$ cat src/rtl/card_dealer.sv
// Card dealer: reduces a sampled counter seed mod 52 and deals one card per request.
// Compile with DEALER_NO_REPEAT_EN to track dealt cards and forbid repeats until shuffle.
module card_dealer #(
   parameter int WIDTH = 12
) (
   input  logic             clk_50M,
   input  logic             i_Reset,
   input  logic [WIDTH-1:0] i_Seed,
   input  logic             i_Req,
   input  logic             i_Shuffle,
   output logic             o_Busy,
   output logic             o_Valid,
   output logic [5:0]       o_Card,
   output logic [3:0]       o_Rank,
   output logic [1:0]       o_Suit,
   output logic [3:0]       o_Points,
   output logic [5:0]       o_Remaining,
   output logic             o_Empty
);

   localparam int DECK_SIZE = 52;
   localparam logic [WIDTH-1:0] DECK_W = WIDTH'(DECK_SIZE);

   typedef enum logic [1:0] {IDLE, REDUCE, PROBE, DEAL} state_t;

   state_t           state, state_nxt;
   logic [WIDTH-1:0] r_Idx;
   logic [5:0]       idx6;
   logic [5:0]       base;
   logic [1:0]       suit;
   logic [3:0]       rank;
   logic [3:0]       points;
   logic             take;
   logic             shuffle_eff;
   logic             req_ok;

   assign idx6 = r_Idx[5:0];

`ifdef DEALER_NO_REPEAT_EN
   logic [DECK_SIZE-1:0] used;
   assign take        = !used[idx6];
   assign shuffle_eff = i_Shuffle;
   assign o_Empty     = (o_Remaining == 6'd0);
`else
   logic unused_shuffle;
   assign unused_shuffle = i_Shuffle;
   assign take           = 1'b1;
   assign shuffle_eff    = 1'b0;
   assign o_Remaining    = 6'd52;
   assign o_Empty        = 1'b0;
`endif

   assign req_ok  = i_Req && !o_Empty && !shuffle_eff;
   assign o_Busy  = (state != IDLE);
   assign o_Valid = (state == DEAL);

   // Suit by range compare; rank is the offset inside that suit's 13-card block.
   always_comb begin
      suit = 2'd0;
      base = 6'd0;
      if (idx6 >= 6'd39) begin
         suit = 2'd3;
         base = 6'd39;
      end else if (idx6 >= 6'd26) begin
         suit = 2'd2;
         base = 6'd26;
      end else if (idx6 >= 6'd13) begin
         suit = 2'd1;
         base = 6'd13;
      end
   end

   assign rank   = 4'(idx6 - base) + 4'd1;
   assign points = (rank > 4'd10) ? 4'd10 : rank;

   always_ff @(posedge clk_50M) begin
      if (i_Reset) state <= IDLE;
      else         state <= state_nxt;
   end

   always_comb begin
      state_nxt = state;
      case (state)
         IDLE:    if (req_ok) state_nxt = REDUCE;
         REDUCE:  if (r_Idx < DECK_W) state_nxt = PROBE;
         PROBE:   if (take) state_nxt = DEAL;
         DEAL:    state_nxt = IDLE;
         default: state_nxt = IDLE;
      endcase
   end

   always_ff @(posedge clk_50M) begin
      if (i_Reset) begin
         r_Idx    <= '0;
         o_Card   <= 6'd0;
         o_Rank   <= 4'd0;
         o_Suit   <= 2'd0;
         o_Points <= 4'd0;
`ifdef DEALER_NO_REPEAT_EN
         used        <= '0;
         o_Remaining <= 6'd52;
`endif
      end else begin
         case (state)
            IDLE: begin
`ifdef DEALER_NO_REPEAT_EN
               if (i_Shuffle) begin
                  used        <= '0;
                  o_Remaining <= 6'd52;
               end
`endif
               if (req_ok) r_Idx <= i_Seed;
            end
            // One subtraction per cycle keeps the reduction to a single adder.
            REDUCE: if (r_Idx >= DECK_W) r_Idx <= r_Idx - DECK_W;
            PROBE: begin
               if (take) begin
                  o_Card   <= idx6;
                  o_Rank   <= rank;
                  o_Suit   <= suit;
                  o_Points <= points;
`ifdef DEALER_NO_REPEAT_EN
                  used[idx6]  <= 1'b1;
                  o_Remaining <= o_Remaining - 6'd1;
`endif
               end else begin
                  r_Idx <= (idx6 == 6'd51) ? {WIDTH{1'b0}} : r_Idx + 1'b1;
               end
            end
            default: ;
         endcase
      end
   end

endmodule

$ cat config.mk
export PLATFORM = sky130hd
export DESIGN_NAME = card_dealer
export DESIGN_NICKNAME = d
export VERILOG_FILES = /design/src/rtl/card_dealer.sv
export SDC_FILE = /design/constraint.sdc
export NUM_CORES = 1
export LEC_CHECK = 0
export ABC_AREA = 1
export CAP_MARGIN = 20
export CORE_MARGIN = 8
export CORE_UTILIZATION = 54
export CTS_CLUSTER_DIAMETER = 200
export CTS_CLUSTER_SIZE = 28
export DETAILED_ROUTE_END_ITERATION = 7
export GPL_TIMING_DRIVEN = 1
export HOLD_SLACK_MARGIN = 0.05
export PLACE_DENSITY = 0.86
export SYNTH_ARGS = -nofsm -noshare
export SYNTH_HDL_FRONTEND = slang
export SYNTH_SLANG_ARGS = --single-unit
$ cat constraint.sdc
create_clock -name clk_50M -period 6.9 [get_ports clk_50M]
set_input_delay 1.38 -clock clk_50M [delete_from_list [all_inputs] [get_ports clk_50M]]
set_output_delay 1.38 -clock clk_50M [all_outputs]
set_load 0.02 [all_outputs]
Word-level counts from Yosys, hierarchy flattened
Index checks and enable logic that the tools add are counted.
{"block": "word_totals", "ramBits": 0, "memories": 0, "latch_bits": 0, "rom_bits": 0, "reg_bits": 30, "word_cells": 39}
{"block": "op_classes", "order_cmp": 6, "n_eq_ne": 6, "shifts": 0, "multipliers": 0, "reduce_logical": 5, "n_addsub": 3, "n_bitwise": 0, "div": 0, "n_mux": 13}
{"op": "12-bit two-way mux", "n": 2}
{"op": "12-bit one-hot mux with 2 select lines", "n": 1}
{"op": "4-bit two-way mux", "n": 4}
{"op": "12-bit by 6-bit greater-or-equal comparator with 1-bit output (second input constant)", "n": 1}
{"op": "12-bit by 6-bit < comparator with 1-bit output (second input constant)", "n": 1}
{"op": "12-bit by 6-bit subtractor with 12-bit output (second input constant)", "n": 1}
{"op": "2-bit two-way mux", "n": 4}
{"op": "2-bit one-hot mux with 4 select lines", "n": 1}
{"op": "6-bit by 4-bit greater-or-equal comparator with 1-bit output (second input constant)", "n": 1}
{"op": "6-bit by 5-bit greater-or-equal comparator with 1-bit output (second input constant)", "n": 1}
{"op": "6-bit greater-or-equal comparator (second input constant)", "n": 1}
{"op": "2-bit != test (second input constant)", "n": 3}
{"op": "4-bit by 1-bit adder with 4-bit output (second input constant)", "n": 1}
{"op": "2-bit equality test (second input constant)", "n": 2}
{"op": "4-bit greater-than comparator (second input constant)", "n": 1}
{"op": "2-bit nonzero test", "n": 2}
{"op": "4-bit subtractor", "n": 1}
{"op": "3-bit AND reduction", "n": 1}
{"op": "2-bit by 1-bit equality test with 1-bit output (second input constant)", "n": 1}
{"op": "2-bit zero test", "n": 1}
{"op": "2-bit AND reduction", "n": 1}
{"op": "1-bit two-way mux", "n": 1}

Depth between registers and ports, before layout
Gate-level depths: netlist (run 1).
{"block": "depth", "ltp_word": 8, "mapped_depth": 19, "ltp_nobuf": 19}

Least setup slack after synthesis (run 1)
Ideal clock, no wire load.
{"block": "synth_timing", "kind": "register to register", "start": "reg r_Idx[2]", "end": "reg o_Points[0]", "arrival_time_ps": 2386, "path_buffers": 0, "stages_incl_launch_ff": 19, "period_less_slack_ps": 2456, "t_required_ps": 6830, "path_slack_ps": 4444, "path_cell_list": "dfxtp_1 > inv_1 > ha_1 > nand2_1 > a31o_2 > inv_1 > ha_1 > inv_1 > ha_1 > fa_1 > inv_1 > nand2_1 > nand2_1 > nand2_1 > nand2_1 > nand3_1 > nand3_1 > nand2_1 > a21oi_1"}
{"block": "synth_between", "word_cells_on_any_way": 10, "cone_classes": "add/sub: 2; order compare: 4; mux: 4"}
{"item": "start, declared", "line": "27", "rtl": "logic [WIDTH-1:0] r_Idx;"}
{"item": "start signal, assigned", "line": "112", "rtl": "if (req_ok) r_Idx <= i_Seed;"}
{"item": "start signal, assigned", "line": "115", "rtl": "REDUCE: if (r_Idx >= DECK_W) r_Idx <= r_Idx - DECK_W;"}
{"item": "start signal, assigned", "line": "127", "rtl": "r_Idx <= (idx6 == 6'd51) ? {WIDTH{1'b0}} : r_Idx + 1'b1;"}
{"item": "6-bit by 5-bit greater-or-equal comparator with 1-bit output", "line": "64", "rtl": "end else if (idx6 >= 6'd26) begin"}
{"item": "4-bit two-way mux", "line": "64"}
{"item": "4-bit two-way mux *", "line": "61", "rtl": "if (idx6 >= 6'd39) begin"}
{"item": "named net base[1]", "line": "29", "rtl": "logic [5:0] base;"}
{"item": "4-bit subtractor *", "line": "73", "rtl": "assign rank = 4'(idx6 - base) + 4'd1;"}
{"item": "4-bit by 1-bit adder with 4-bit output *", "line": "73"}
{"item": "4-bit greater-than comparator *", "line": "74", "rtl": "assign points = (rank > 4'd10) ? 4'd10 : rank;"}
{"item": "4-bit two-way mux *", "line": "74"}
{"item": "end signal, assigned", "line": "121", "rtl": "o_Points <= points;"}
{"item": "end, declared", "line": "16", "rtl": "output logic [3:0] o_Points,"}
Mark *: on every way through the listed nets, which the timed path passes. The rest lies on a longest branch.
A chain may end at the register's enable or synchronous reset.

Worst setup path in the final report (run 1)
{"block": "layout_timing", "start": "reg state[0]", "end": "out o_Busy"}
{"block": "layout_between", "elab_chain_len": 1}
{"item": "start, declared", "line": "26", "rtl": "state_t state, state_nxt;"}
{"item": "start signal, assigned", "line": "78", "rtl": "else state <= state_nxt;"}
{"item": "2-bit nonzero test", "line": "54", "rtl": "assign o_Busy = (state != IDLE);"}
{"item": "end, declared", "line": "11", "rtl": "output logic o_Busy,"}
Every way passes these cells.

==> qor.txt, run 1 <==
Clock Skew = 0.00938 ns
Synth Instances = 286
Xor and xnor area share after synthesis = 0%
Post-route ant nets = 0
Critical Path Max Stage Delay = 0.63 ns
Top-count cell post-synth = nand2_1
H-tree depth = 2
Vias = 1,795
Detailed placer's ending HPWL = 3080 µm
Hold_ws = 0.473 ns
Setup ws final = 3.71 ns
Synthesis Warnings = 0
Grt ovf = 0
Routed vias/inst = 4.97
Layout cells sized above 1 = 5.71%
Post-synth top cells = 79 x nand2_1, 40 x nor2_1, 35 x inv_1
Async SR Flop Fraction = 0%
Share of the synthesized area in the top cell type = 32.0%
First-pass GRT wire length = 7090 µm
Core area = 3340 µm²
Wirelength, routed = 4270 µm
Die width = 75.0 µm
CTS tree = yes
Arr. time, crit path = 1.81 ns
Final slew viol count = 0
Synth Area in Simple Gates = 34.0%
Grt peak-use layer = met2
Yosys reg bits = 30
Largest family of logic cells by synthesized area = simple AND/OR/NAND/NOR gates
FMAX = 313 MHz
Pre-CTS setup slack = 3.97 ns
Total die area = 5620 µm²
Mapped Avg Cell Area = 6.56 µm²
Clk pin slew, worst setup/hold paths = 0.10 ns
Vias in the first global route = 1,584
Fin crit share = 46.3%
Mux cell area share after synthesis = 0%
Synth Area in Compound Gates = 10.9%
Drt drc = 0
Global placer's final weighted congestion = 0.806
Routing usage on met3 = 5.06%
Setup TNS = 0 ns
Drt pass-1 iters = 4
Crit path time final = 3.19 ns
Final Setup Violations = 0
Initial DRC Count = 147
CP Buf/Inv Count = 3
Family with the most delay on the worst path = buffers and inverters
Ports = 41
Cell Chain, Critical Path = inv_1, ha_1, inv_1, clkdlybuf4s50_1
Initial antenna violation count = 0
Status = completed
Hold Path Origin = o_Points[3]
Post-cts resize count = 0
Max_cap viols = 0
FP Rows = 21
Routed WL per cell = 11.8 µm
Setup bufs post-CTS = 0
Die Span Y = 75.0 µm
RSZ-0062 raised after global routing = no
Kind of critical path = reg2out
Main synth FF type = dfxtp_1
Root buffer cell = clkbuf_4
Synth top area cells = dfxtp_1 32%, nand2_1 16%, ha_1 8.7%, nor2_1 8.0%, inv_1 7.0%
Largest buffer count on any clock path = 2
Relative slew slack = 51.7%
Synth Cell Area = 1880 µm²
Synth cell types = 23
Req. time, crit path = 5.52 ns
Worst Tran Pin Value = 0.725 ns
Pwr Density = 561 nW/µm²
Ant diodes = 0
Initial Util = 56.2%
CP most frequent cell = inv_1
CP startpoint kind = flop
M2 GR Usage = 26.0%
Sinks on Clock Net = 30
Critical path peak fanout = 4
Hold_buf cts = 0
Slowest cell on crit path = clkdlybuf4s50_1
Worst VDD drop = 0.292 mV
Largest net degree at the start of global routing = 24
Global Route Usage Sum = 16.3%
Yosys top cell by area = dfxtp_1
Reg-to-reg startpoint = r_Idx[2]
Hold crit path type = reg2reg
Post-Synth Adder-Cell Area = 9.73%
Met1 Use GR = 19.6%
Pleak = 0.00110 µW
Layout Area Growth over Synthesis = 18.6%
Worst Setup End Kind = primary output
Post-synth EDFFs = 0
CP Launch Point = state[0]
IO buf count = 32
Hold Violations, Final = 0
Nets = 344
Seq/Total Area, Yosys = 32.0%
Clk_lat worst skew = 0.35 ns
Number of buffers created by CTS = 5
worst reg2reg max path: stages (launching register included):
cell and delay, ns:
dfxtp_1 0.49, ha_1 0.20, inv_1 0.05, o21ai_0 0.33, nand2_1 0.11, nand2_1 0.10, inv_1 0.07, ha_1 0.19
ha_1 0.20, fa_1 0.41, inv_1 0.09, nand2_1 0.07, nand3_1 0.08, nand2_1 0.07, nand2_1 0.09, nand3_1 0.15
nand3_1 0.13, inv_1 0.05
final cells by class:
cell class | instances | area (µm²)
Sequential cell | 30 | 601
Multi-Input combinational cell | 210 | 1050
Tap cell | 46 | 57.6
Inverter | 35 | 131
Fill cell | 287 | 1110
Clock inverter | 2 | 12.5
Clock buffer | 6 | 51.3
Timing Repair Buffer | 32 | 320
cell families (layout without fill, tap and decap cells):
kind of cell | Yosys count | count (layout)
AOI/OAI and AO/OA | 37 | 37
adders and majority gates | 14 | 14
buffers and inverters | 51 | 75
DFF | 30 | 30
other | 2 | 7
and+or+nand+nor | 152 | 152
cells in the final DEF (no fill, tap or decap):
master,count
a21o_1,1
a21oi_1,15
a21oi_4,1
a31o_2,1
clkbuf_4,5
clkbuf_8,1
clkdlybuf4s50_1,32
clkinv_2,1
clkinvlp_4,1
conb_1,7
dfxtp_1,30
fa_1,1
ha_1,13
inv_1,35
nand2_1,79
nand2_2,5
nand2_4,1
nand3_1,23
nand4_1,1
nor2_1,40
nor2_4,2
nor3_1,1
o21ai_0,18
o31ai_1,1
power by group:
part,switching (µW),internal [µW]
registers,68.0,250
logic,504,309
clock network,70.3,48.9
registers in the layout, indices dropped and copies added, names as in the netlist:
register  cells
o_Card        6
state         2
o_Points      4
o_Rank        4
o_Suit        2
r_Idx        12
metrics by stage:
step                cells  cell area, µm²  total power, µW  util [%]
floorplan             291            1900              931         -
global placement      353            2160             1090      64.8
detailed placement    353            2160             1120      64.8
CTS                   361            2230             1250      66.7
global route          361            2230             1370      66.7
finish                361            2230             1250      66.7
layer usage:
metal  part of all wire, %  up-vias
met3                   5.8       14
met1                    45      797
met5                     0        -
met2                    46       49
met4                   2.8        0
li1                      -      935
final timing paths:
kind / end / slack, ns / depth (start not counted)
max: o_Busy / 3.71 / 4
min: o_Points[3] / 0.47 / 2
max reg2reg: o_Points[2] / 3.94 / 17
min reg2reg: o_Points[3] / 0.47 / 2
Note: power is estimated with default switching activity, not from simulation.
==> run 2: changes to the inputs <==
Settings changed: CORE_UTILIZATION 54 to 50, PLACE_DENSITY 0.86 to 0.81.
Clock period 6.9 ns to 3.05 ns, I/O delays scaled along.
==> run 2 against run 1 <==
Core utilization decreased by 4.2 points. Worst setup slack got worse by 3.4 ns. Total power increased by 130%. Routed wire length decreased by 1.9%.
==> qor.txt, run 2 (same netlist as run 1, synthesis figures left out) <==
Global Route Usage Sum = 14.4%
Sinks on Clock Net = 30
RSZ-0062 raised after global routing = no
Die Span Y = 77.3 µm
H-tree depth = 2
Relative slew slack = 54.8%
Setup bufs post-CTS = 0
Worst Tran Pin Value = 0.677 ns
Routed vias/inst = 4.74
Detailed placer's ending HPWL = 3090 µm
CP startpoint kind = flop
Largest buffer count on any clock path = 2
Drt pass-1 iters = 4
Hold crit path type = reg2reg
Grt ovf = 0
Critical Path Max Stage Delay = 0.41 ns
CP Depth = 19
Die width = 77.3 µm
Core area = 3630 µm²
Fin crit share = 88.4%
Max_cap viols = 0
Hold Violations, Final = 0
Clock Skew = 0.00327 ns
Pwr Density = 1280 nW/µm²
Kind of critical path = reg2reg
Clk pin slew, worst setup/hold paths = 0.07 ns
Layout cells sized above 1 = 6.65%
Commonest non-fill, non-tap cells in the layout = 79 x nand2_1, 40 x nor2_1, 35 x inv_1
Vias = 1,724
Worst hold stages = 2
Number of buffers created by CTS = 5
Total die area = 5970 µm²
Status = completed
Largest net degree at the start of global routing = 24
Regs by FF count = r_Idx x12, o_Card x6
Initial antenna violation count = 0
Ports = 41
Req. time, crit path = 3.28 ns
Arr. time, crit path = 2.93 ns
Crit path time final = 2.70 ns
IO buf count = 32
R2r setup slk = 0.35 ns
Critical path peak fanout = 7
Vias in the first global route = 1,618
Setup TNS = 0 ns
Fin cells = 364
CTS tree = yes
Ant diodes = 0
Slowest cell on crit path = fa_1
Reg-to-reg startpoint = r_Idx[2]
R2R cell count = 19
Cell total after placement = 356
CP Launch Point = r_Idx[2]
Register with the most flip-flops = r_Idx
Clk_lat worst skew = 0.29 ns
Drt drc = 0
Register area = 603 µm²
Largest register FFs = 12
FP Rows = 22
Nets = 345
Setup ws final = 0.353 ns
FMAX = 371 MHz
Initial Util = 51.7%
Cell Chain, Critical Path = inv_1, ha_1, nand2_1, a31o_2, nand2_1, nand2_1, inv_1, ha_1, ha_1, fa_1, inv_1, nand2_1, nand2_1, nand2_1, nand2_1, nand3_1, nand3_1, nand3_1, inv_1
Routed WL per cell = 11.5 µm
CP most frequent cell = nand2_1
Commonest non-fill, non-tap cell in the layout = nand2_1
Initial DRC Count = 121
Final slew viol count = 0
Family with the most delay on the worst path = adder cells
Worst reg2reg path endpoint = o_Points[2]
Worst Setup End Kind = flop
Root buffer cell = clkbuf_8
First-pass GRT wire length = 7160 µm
Pre-CTS setup slack = 0.245 ns
Hold_buf cts = 0
Setup crit end = o_Points[2]
Layout Area Growth over Synthesis = 20.9%
Worst VDD drop = 0.572 mV
Area of the multi-input gates = 1050 µm²
Wirelength, routed = 4190 µm
Final Setup Violations = 0
Post-route ant nets = 0
Fillcell total = 335
Global placer's final weighted congestion = 0.812
Pleak = 0.00112 µW
CP Buf/Inv Count = 4
-- run 2: changes by cell type in the layout (fill, tap and decap cells not counted) --
cell	previous run	this run
buf_4	0	1
o21ai_0	18	17
dfxtp_2	0	2
dfxtp_1	30	28
clkbuf_8	1	6
clkbuf_4	5	0
o21ai_1	0	1
-- run 2: repair_timing --
| item | CTS | global route |
|---|---|---|
| hold endpoints to repair | 0 | 0 |
| gates resized for setup | 0 | 3 |
| setup endpoints to repair | 0 | 5 |
-- run 2: stage by stage --
stage               hold WS, ns  util (%)  power [µW]  instance area, µm²
floorplan                 0.474         -        2110                1900
global placement          0.449      59.8        2480                2170
detailed placement        0.459      59.8        2540                2170
CTS                       0.469      62.4        2910                2270
global route              0.491      62.5        3220                2270
finish                    0.468      62.5        2900                2270
-- run 2: area by class of cell --
| class | count | share of cell area (%) |
|---|---|---|
| Multi-Input combinational cell | 210 | 46.4 |
| Sequential cell | 30 | 26.6 |
| Timing Repair Buffer | 33 | 14.4 |
| Inverter | 35 | 5.79 |
| Clock buffer | 6 | 3.64 |
| Tap cell | 48 | 2.65 |
| Clock inverter | 2 | 0.551 |
-- run 2: worst min-delay path by stage --
| stage | from | end | slack (ns) |
|---|---|---|---|
| 5_1_grt | o_Rank[3] | o_Rank[3] | 0.49 |
| 6_report | o_Rank[2] | o_Rank[2] | 0.47 |
| 2_1_floorplan | r_Idx[0] | r_Idx[0] | 0.47 |
| 3_5_place_dp | o_Rank[2] | o_Rank[2] | 0.46 |
| 4_1_cts | o_Rank[2] | o_Rank[2] | 0.47 |
| 3_3_place_gp | o_Rank[2] | o_Rank[2] | 0.45 |
-- run 2: layer usage --
layer | vias up | global-route usage [%] | share of wire, %
met5 | - | 0 | 0
met4 | 0 | 5.28 | 1.3
met3 | 7 | 4.66 | 4.2
met2 | 30 | 24.2 | 49
met1 | 755 | 16.6 | 46
li1 | 932 | - | -
-- run 2: where the power goes --
| group | leakage, µW | switching, µW | internal [µW] |
|---|---|---|---|
| Combinational | 0.000822 | 1130 | 707 |
| Clock | 0.0000472 | 162 | 181 |
| Sequential | 0.000248 | 146 | 570 |
| Total | 0.00112 | 1440 | 1460 |
-- run 2: worst register-to-register path: cells and delay by family (launching register included) --
| family | cells | cell delay [ns] |
|---|---|---|
| buffers and inverters | 4 | 0.34 |
| adder cells (fa/ha/maj) | 4 | 0.98 |
| AND/OR/NAND/NOR | 10 | 0.77 |
| AO/OA/AOI/OAI | 1 | 0.17 |
| flip-flops | 1 | 0.39 |
